## config.mk

```make
export PLATFORM = sky130hd
export DESIGN_NAME = popcount24_tneuron_acc
export DESIGN_NICKNAME = d
export VERILOG_FILES = /design/src/rtl/popcount24_tneuron_acc.sv
export SDC_FILE = /design/constraint.sdc
export NUM_CORES = 1
export LEC_CHECK = 0
export BUFFER_PORTS_ARGS = -buffer_cell sky130_fd_sc_hd__clkbuf_2
export CAP_MARGIN = 20
export CORE_MARGIN = 4
export CORE_UTILIZATION = 50
export DETAILED_ROUTE_END_ITERATION = 10
export HOLD_SLACK_MARGIN = 0.06
export PLACE_DENSITY_LB_ADDON = 0.05
export REMOVE_ABC_BUFFERS = 1
export SLEW_MARGIN = 20
export SYNTH_ARGS = -nofsm -noshare
export SYNTH_HDL_FRONTEND = slang
export SYNTH_SLANG_ARGS = --single-unit
```

## constraint.sdc

```tcl
create_clock -name clk -period 2.8 [get_ports clk]
set_input_delay 0.28 -clock clk [delete_from_list [all_inputs] [get_ports clk]]
set_output_delay 0.28 -clock clk [all_outputs]
set_load 0.005 [all_outputs]
```

## src/rtl/popcount24_tneuron_acc.sv

```systemverilog
// Ternary neuron accumulator: sums (pc_pos - pc_neg) over NCHUNK popcount chunks
// with per-step saturation, then holds a thresholded +1/0/-1 activation until taken.
module popcount24_tneuron_acc #(
    parameter int NCHUNK  = 4,
    parameter int ACC_W   = 8,
    parameter int THR_POS = 10,
    parameter int THR_NEG = -10
) (
    input  logic                    clk,
    input  logic                    rst_n,
    input  logic                    clr,
    input  logic                    in_valid,
    output logic                    in_ready,
    input  logic [4:0]              pc_pos,
    input  logic [4:0]              pc_neg,
    output logic                    out_valid,
    input  logic                    out_ready,
    output logic [1:0]              out_act,
    output logic signed [ACC_W-1:0] out_sum
);

    typedef enum logic {
        ST_ACC,
        ST_HOLD
    } state_t;

    localparam int CNT_W = (NCHUNK > 1) ? $clog2(NCHUNK) : 1;
    localparam logic [CNT_W-1:0] CNT_LAST = CNT_W'(NCHUNK - 1);

    // Saturation bounds expressed at the widened (ACC_W+2) working width.
    localparam logic signed [ACC_W+1:0] WIDE_MAX = {3'b000, {(ACC_W-1){1'b1}}};
    localparam logic signed [ACC_W+1:0] WIDE_MIN = {3'b111, {(ACC_W-1){1'b0}}};

    localparam logic signed [ACC_W-1:0] THR_P = ACC_W'(THR_POS);
    localparam logic signed [ACC_W-1:0] THR_N = ACC_W'(THR_NEG);

    localparam logic [1:0] ACT_POS  = 2'b01;
    localparam logic [1:0] ACT_NEG  = 2'b11;
    localparam logic [1:0] ACT_ZERO = 2'b00;

    state_t                  state;
    state_t                  state_next;
    logic signed [ACC_W-1:0] acc;
    logic signed [ACC_W-1:0] acc_sat;
    logic signed [ACC_W+1:0] wide;
    logic [CNT_W-1:0]        cnt;
    logic [1:0]              act_next;
    logic                    take;
    logic                    last;

    // Handshake flags are pure state decodes, so no input reaches them combinationally.
    assign in_ready  = (state == ST_ACC);
    assign out_valid = (state == ST_HOLD);
    assign take      = in_valid & in_ready;
    assign last      = (cnt == CNT_LAST);

    always_comb begin
        // NOTE: every always_comb output gets a default first so no path infers a latch.
        acc_sat  = acc;
        act_next = ACT_ZERO;
        wide = {{2{acc[ACC_W-1]}}, acc}
             + {{(ACC_W-3){1'b0}}, pc_pos}
             - {{(ACC_W-3){1'b0}}, pc_neg};
        if (wide > WIDE_MAX) begin
            acc_sat = WIDE_MAX[ACC_W-1:0];
        end else if (wide < WIDE_MIN) begin
            acc_sat = WIDE_MIN[ACC_W-1:0];
        end else begin
            acc_sat = wide[ACC_W-1:0];
        end
        if (acc_sat >= THR_P) begin
            act_next = ACT_POS;
        end else if (acc_sat <= THR_N) begin
            act_next = ACT_NEG;
        end
    end

    always_comb begin
        state_next = state;
        case (state)
            ST_ACC:  if (take && last) state_next = ST_HOLD;
            ST_HOLD: if (out_ready)    state_next = ST_ACC;
            default:                   state_next = ST_ACC;
        endcase
        if (clr) begin
            state_next = ST_ACC;
        end
    end

    always_ff @(posedge clk or negedge rst_n) begin
        // NOTE: sequential state uses non-blocking assignments so every register
        // samples the pre-edge values regardless of statement order.
        if (!rst_n) begin
            state <= ST_ACC;
        end else begin
            state <= state_next;
        end
    end

    // clr outranks a same-cycle chunk, and the held result is zeroed on leaving HOLD.
    always_ff @(posedge clk or negedge rst_n) begin
        if (!rst_n) begin
            acc     <= '0;
            cnt     <= '0;
            out_sum <= '0;
            out_act <= ACT_ZERO;
        end else if (clr) begin
            acc     <= '0;
            cnt     <= '0;
            out_sum <= '0;
            out_act <= ACT_ZERO;
        end else if (take) begin
            if (last) begin
                acc     <= '0;
                cnt     <= '0;
                out_sum <= acc_sat;
                out_act <= act_next;
            end else begin
                acc <= acc_sat;
                cnt <= cnt + 1'b1;
            end
        end else if (out_valid && out_ready) begin
            out_sum <= '0;
            out_act <= ACT_ZERO;
        end
    end

endmodule
```

## Word-level counts from Yosys, hierarchy flattened

Cells that the tools add are included.

| word-level totals | value |
|---|---|
| bits of input ports | 15 |
| output and inout bits | 12 |
| flip-flop bits (word level) | 21 |
| logic and storage cells | 43 |

| operators by class | value |
|---|---|
| mux-type cells | 22 |
| $lt $le $gt $ge | 4 |
| equality and inequality tests | 2 |
| bitwise gates (word level) | 2 |
| add/subtract/negate cells | 3 |
| reductions and logical operators | 5 |

Operator list:

| kind | count |
|---|---|
| $mux W8 | 9 |
| $mux W2 | 9 |
| $gt A10 B8 Y1 const B | 1 |
| $lt A10 B8 Y1 const B | 1 |
| $sub A9 B6 Y10 | 1 |
| $add A8 B6 Y9 | 1 |
| $ge A8 B5 Y1 const B | 1 |
| $le A8 B5 Y1 const B | 1 |
| $mux W1 | 3 |
| $ne A3 B2 Y1 const B | 1 |
| $reduce_bool A3 Y1 | 1 |
| $add A2 B1 Y2 const B | 1 |
| $eq A2 B2 Y1 const B | 1 |
| $logic_and A1 B1 Y1 | 2 |
| $pmux W1 S2 | 1 |
| $reduce_and A2 Y1 | 1 |
| $reduce_bool A2 Y1 | 1 |
| $and A1 B1 Y1 | 1 |
| $not A1 Y1 | 1 |

## Logic depth before layout (Yosys ltp)

| depth | value |
|---|---|
| depth after elaboration | 11 |
| depth in mapped cells | 12 |
| gate-level depth less buffers | 12 |

## Worst setup path after synthesis

No wires, ideal clock.

| path | value |
|---|---|
| kind | input to register |
| start | input pc_pos[4] |
| end | register out_sum[2] |
| stages on the path | 11 |
| arrival time | 2.684 ns |
| setup time | 0.121 ns |
| setup slack | -0.005 ns |
| path buffers | 1 |
| cell sequence | inv_1 fa_1 inv_1 ha_1 a21oi_4 o21bai_1 a211o_1 buf_6 or3_4 o211a_1 a22o_1 |

| between the ends | value |
|---|---|
| cells in the longest elaborated chain, start to end | 8 |
| elaborated cells on any way between the ends | 9 |

Ends and longest elaborated chain:

| item | RTL line | RTL |
|---|---|---|
| start: declaration | 14 | `input logic [4:0] pc_pos,` |
| $add A8 B6 Y9 * | 62 | `+ {{(ACC_W-3){1'b0}}, pc_pos}` |
| $sub A9 B6 Y10 * | 63 | `- {{(ACC_W-3){1'b0}}, pc_neg};` |
| $lt A10 B8 Y1 | 66 | `end else if (wide < WIDE_MIN) begin` |
| $mux W8 | 66 |  |
| $mux W8 * | 64 | `if (wide > WIDE_MAX) begin` |
| $mux W8 * | 113 | `if (last) begin` |
| $mux W8 * | 112 | `end else if (take) begin` |
| $mux W8 * | 107 | `end else if (clr) begin` |
| end signal: assignment | 116 | `out_sum <= acc_sat;` |
| end: declaration | 19 | `output logic signed [ACC_W-1:0] out_sum` |

Mark *: on every way between the ends. The rest lies on a longest branch, timed or not. The select of a mux whose other input is x is not followed.
A chain may end at the register's enable or synchronous reset.

## Worst setup path in the final report

| path | value |
|---|---|
| start | register acc[1] |
| end | register out_sum[2] |

| between the ends | value |
|---|---|
| cells in the longest elaborated chain, start to end | 8 |
| elaborated cells on any way between the ends | 9 |

Ends and longest elaborated chain:

| item | RTL line | RTL |
|---|---|---|
| start: declaration | 43 | `logic signed [ACC_W-1:0] acc;` |
| start signal: assignment | 119 | `acc <= acc_sat;` |
| $add A8 B6 Y9 * | 62 |  |
| $sub A9 B6 Y10 * | 63 |  |
| $lt A10 B8 Y1 | 66 |  |
| $mux W8 | 66 |  |
| $mux W8 * | 64 |  |
| $mux W8 * | 113 |  |
| $mux W8 * | 112 |  |
| $mux W8 * | 107 |  |

Marks and branches as above.

==> flow_summary.json <==
{
  "slew_headroom_pct": 53.05,
  "wl_per_cell_um": 15.00,
  "synth_flop_cell": "dfrtp_1",
  "clk_path_buf_depth": 2,
  "leakage_nw": 1.089,
  "start_util_pct": 53.19,
  "synth_warnings": 0,
  "grtUsageTotal_pct": 21.76,
  "clkPwrFrac_pct": 5.7,
  "syn_area_um2": 1650,
  "cts_buffers": 3,
  "worstPathArrival_ps": 3070,
  "cts.clk_slew.worst_paths_ps": 130,
  "postLayoutCoreUtil_pct": 73.75,
  "setup.worst_path.end": "out_sum[2]",
  "fin_ws_ps": -50.45,
  "io_buffers": 26,
  "slew_violations": 0,
  "total_power_mw": 2.657,
  "cts_root_buf": "clkbuf_4",
  "antenna_found_initial": 0,
  "area_delta_synth_final_pct": 38.67,
  "violations": "negative setup slack",
  "startpoint": "acc[1]",
  "synth-seq-cells": 21,
  "vias": 1513,
  "power_density_nw_per_um2": 1161,
  "max_freq_ghz": 0.3508,
  "crit_required_ps": 3020,
  "htree_levels": 1,
  "coreArea_um2": 3103,
  "skew_ps": 8.038,
  "reg2reg_from": "acc[1]",
  "synthCells": 180,
  "dp_slack_ps": -269.6,
  "drt_pass1_iterations": 4,
  "worstReg2RegEnd": "out_sum[2]",
  "fin_setup_tns_ps": -106.2,
  "place_congestion": 0.8368,
  "swShare_pct": 44.87,
  "worstRegToRegCells": 8,
  "grt_first_pass_wirelength_mm": 7.155,
  "min_path_type": "in2reg",
  "syn_area_per_cell_um2": 9.169,
  "hpwl_mm": 3.174,
  "synth_cell_types": 52,
  "p_int_mw": 1.465,
  "nNetsFinal": 269,
  "antenna_cells": 0,
  "cp_max_fo": 7,
  "grt_overflow": 0,
  "post-route-period-util_pct": 101.8,
  "finalSetupViolations": 4,
  "clkLatencyLatePin_ps": 310,
  "worst_hold_slack_ps": 131.2,
  "synth_edf_count": 0,
  "routed_wl_mm": 4.231,
  "ir_worst_vdd_mv": 0.5354,
  "pwr-share-seq_pct": 13.8,
  "die_h_um": 65.45,
  "drc": 0,
  "rrSetupSlack_ps": -50,
  "hold_viol": 0,
  "layout-drive-gt1-share_pct": 43.28,
  "grt_max_degree": 22,
  "postRouteAntennaNets": 0,
  "rsz0062_at_grt": "true",
  "async_flop_share_pct": 100.0,
  "rows": 20,
  "vias_per_cell": 5.365,
  "die_x_um": 65.45,
  "endpoint_kind": "flop",
  "drt_iter0_drc": 75,
  "path_class": "reg2reg",
  "synth_seq_area_share_pct": 31.84,
  "start_kind": "flop",
  "fill_cells": 250,
  "cts_tree": "built",
  "status": "finished, violations left",
  "switching_power_mw": 1.192,
  "worstMarginPinSlew_ps": 701.7,
  "grt_pass1_vias": 1550,
  "fin_crit_ps": 2850,
  "pin_count": 27,
  "comb_power_share_pct": 80.4,
  "clkSinkCount": 21,
  "maxCapViolations": 0,
  "dieArea_um2": 4284
}
cell type report:
type | instances | area [um^2] | share of cell area [%]
Sequential cell | 21 | 525.5 | 22.96
Inverter | 25 | 93.84 | 4.101
Clock inverter | 1 | 7.507 | 0.3280
Tap cell | 44 | 55.05 | 2.406
Clock buffer | 3 | 22.52 | 0.9841
Multi-Input combinational cell | 129 | 1196 | 52.27
Timing Repair Buffer | 59 | 387.9 | 16.95
worst min-delay path by stage:
stage / start / to / slack, ps / depth (start not counted)
2_1_floorplan: rst_n / acc[0] / -20 / 0
3_3_place_gp: rst_n / cnt[1] / 270 / 1
3_5_place_dp: rst_n / cnt[1] / 290 / 1
4_1_cts: out_ready / out_valid / 120 / 2
5_1_grt: out_ready / out_valid / 100 / 2
6_report: out_ready / out_valid / 130 / 2
registers in the layout (all words and copies together), names as in the netlist:
register,cells
out_act,2
out_sum,8
acc,8
out_valid,1
cnt,2
kinds of logic (layout without fill, tap and decap cells):
| family | count (synthesis) | count (layout) | share of synthesized area (%) |
|---|---|---|---|
| buffers and inverters | 30 | 88 | 9.325 |
| XOR/XNOR | 6 | 6 | 3.185 |
| adder cells (fa/ha/maj) | 19 | 19 | 16.07 |
| multiplexers | 2 | 2 | 1.289 |
| flip-flops | 21 | 21 | 31.84 |
| AND/OR/NAND/NOR | 52 | 52 | 15.69 |
| AO/OA/AOI/OAI | 50 | 50 | 22.59 |
critical path, cell delays in order, from the launching register on:
cell,delay (ps)
dfrtp_1,430
fa_2,580
ha_4,210
a211oi_4,260
nor3_2,60
a211o_2,380
mux2_4,370
o211a_1,250
a22o_1,220
power by group through the flow:
| stage | registers, mW | clock network, mW | logic (mW) |
|---|---|---|---|
| detailed placement | 0.373 | 0 | 1.51 |
| global route | 0.374 | 0.179 | 2.32 |
| finish | 0.367 | 0.152 | 2.14 |
| global placement | 0.372 | 0 | 1.47 |
| floorplan | 0.367 | 0 | 0.941 |
| CTS | 0.368 | 0.162 | 1.88 |
Yosys cell counts, types with 2 or more instances:
cell	n	area [um^2]
a211o_2	2	20.02
a21oi_1	3	15.01
a22o_1	3	26.28
and3_1	2	12.51
buf_4	2	15.01
dfrtp_1	21	525.5
fa_1	5	100.1
ha_1	10	125.1
inv_1	25	93.84
maj3_1	4	40.04
nand2_1	22	82.58
nand2b_1	2	12.51
nand4_1	3	18.77
nor2_1	9	33.78
nor2b_1	2	12.51
nor3_1	3	15.01
nor3b_1	2	15.01
o211ai_1	3	22.52
o21ai_0	15	75.07
o21ai_1	2	10.01
o22ai_1	4	25.02
o31ai_1	2	15.01
xnor2_1	3	26.28
xor2_1	3	26.28
metrics by stage:
stage,instances,instance area [um^2]
after global placement,270,1963
after detailed placement,270,1963
after floorplan,175,1590
after global routing,282,2288
after CTS,280,2185
final,282,2288
per-layer routing:
layer,GRT usage (%),part of all wire (%),up-vias
li1,-,-,749
met1,27.19,44,724
met2,38.56,51,33
met3,2.735,3.6,7
met4,7.254,1.7,0
met5,0,0,-
cell usage in the layout, fill, tap and decap left out, types with 3 or more instances in the layout:
master    instances
a21oi_4           3
nor2_1            6
nand4_1           3
o21ai_0           3
a22o_1            3
o21ai_1          13
fa_1              3
clkbuf_4          3
dfrtp_1          21
clkbuf_2         26
ha_1              6
nand2_1          22
inv_1            25
a211o_2           3
buf_4            30
o211ai_1          3
repair_timing:
action	in CTS	in global routing
pin swaps	14	14
buffers inserted	5	2
resized for setup	32	24
hold endpoints to repair	21	0
hold buffers	1	0
setup endpoints to repair	16	18
Note: power is estimated with default switching activity, not from simulation.
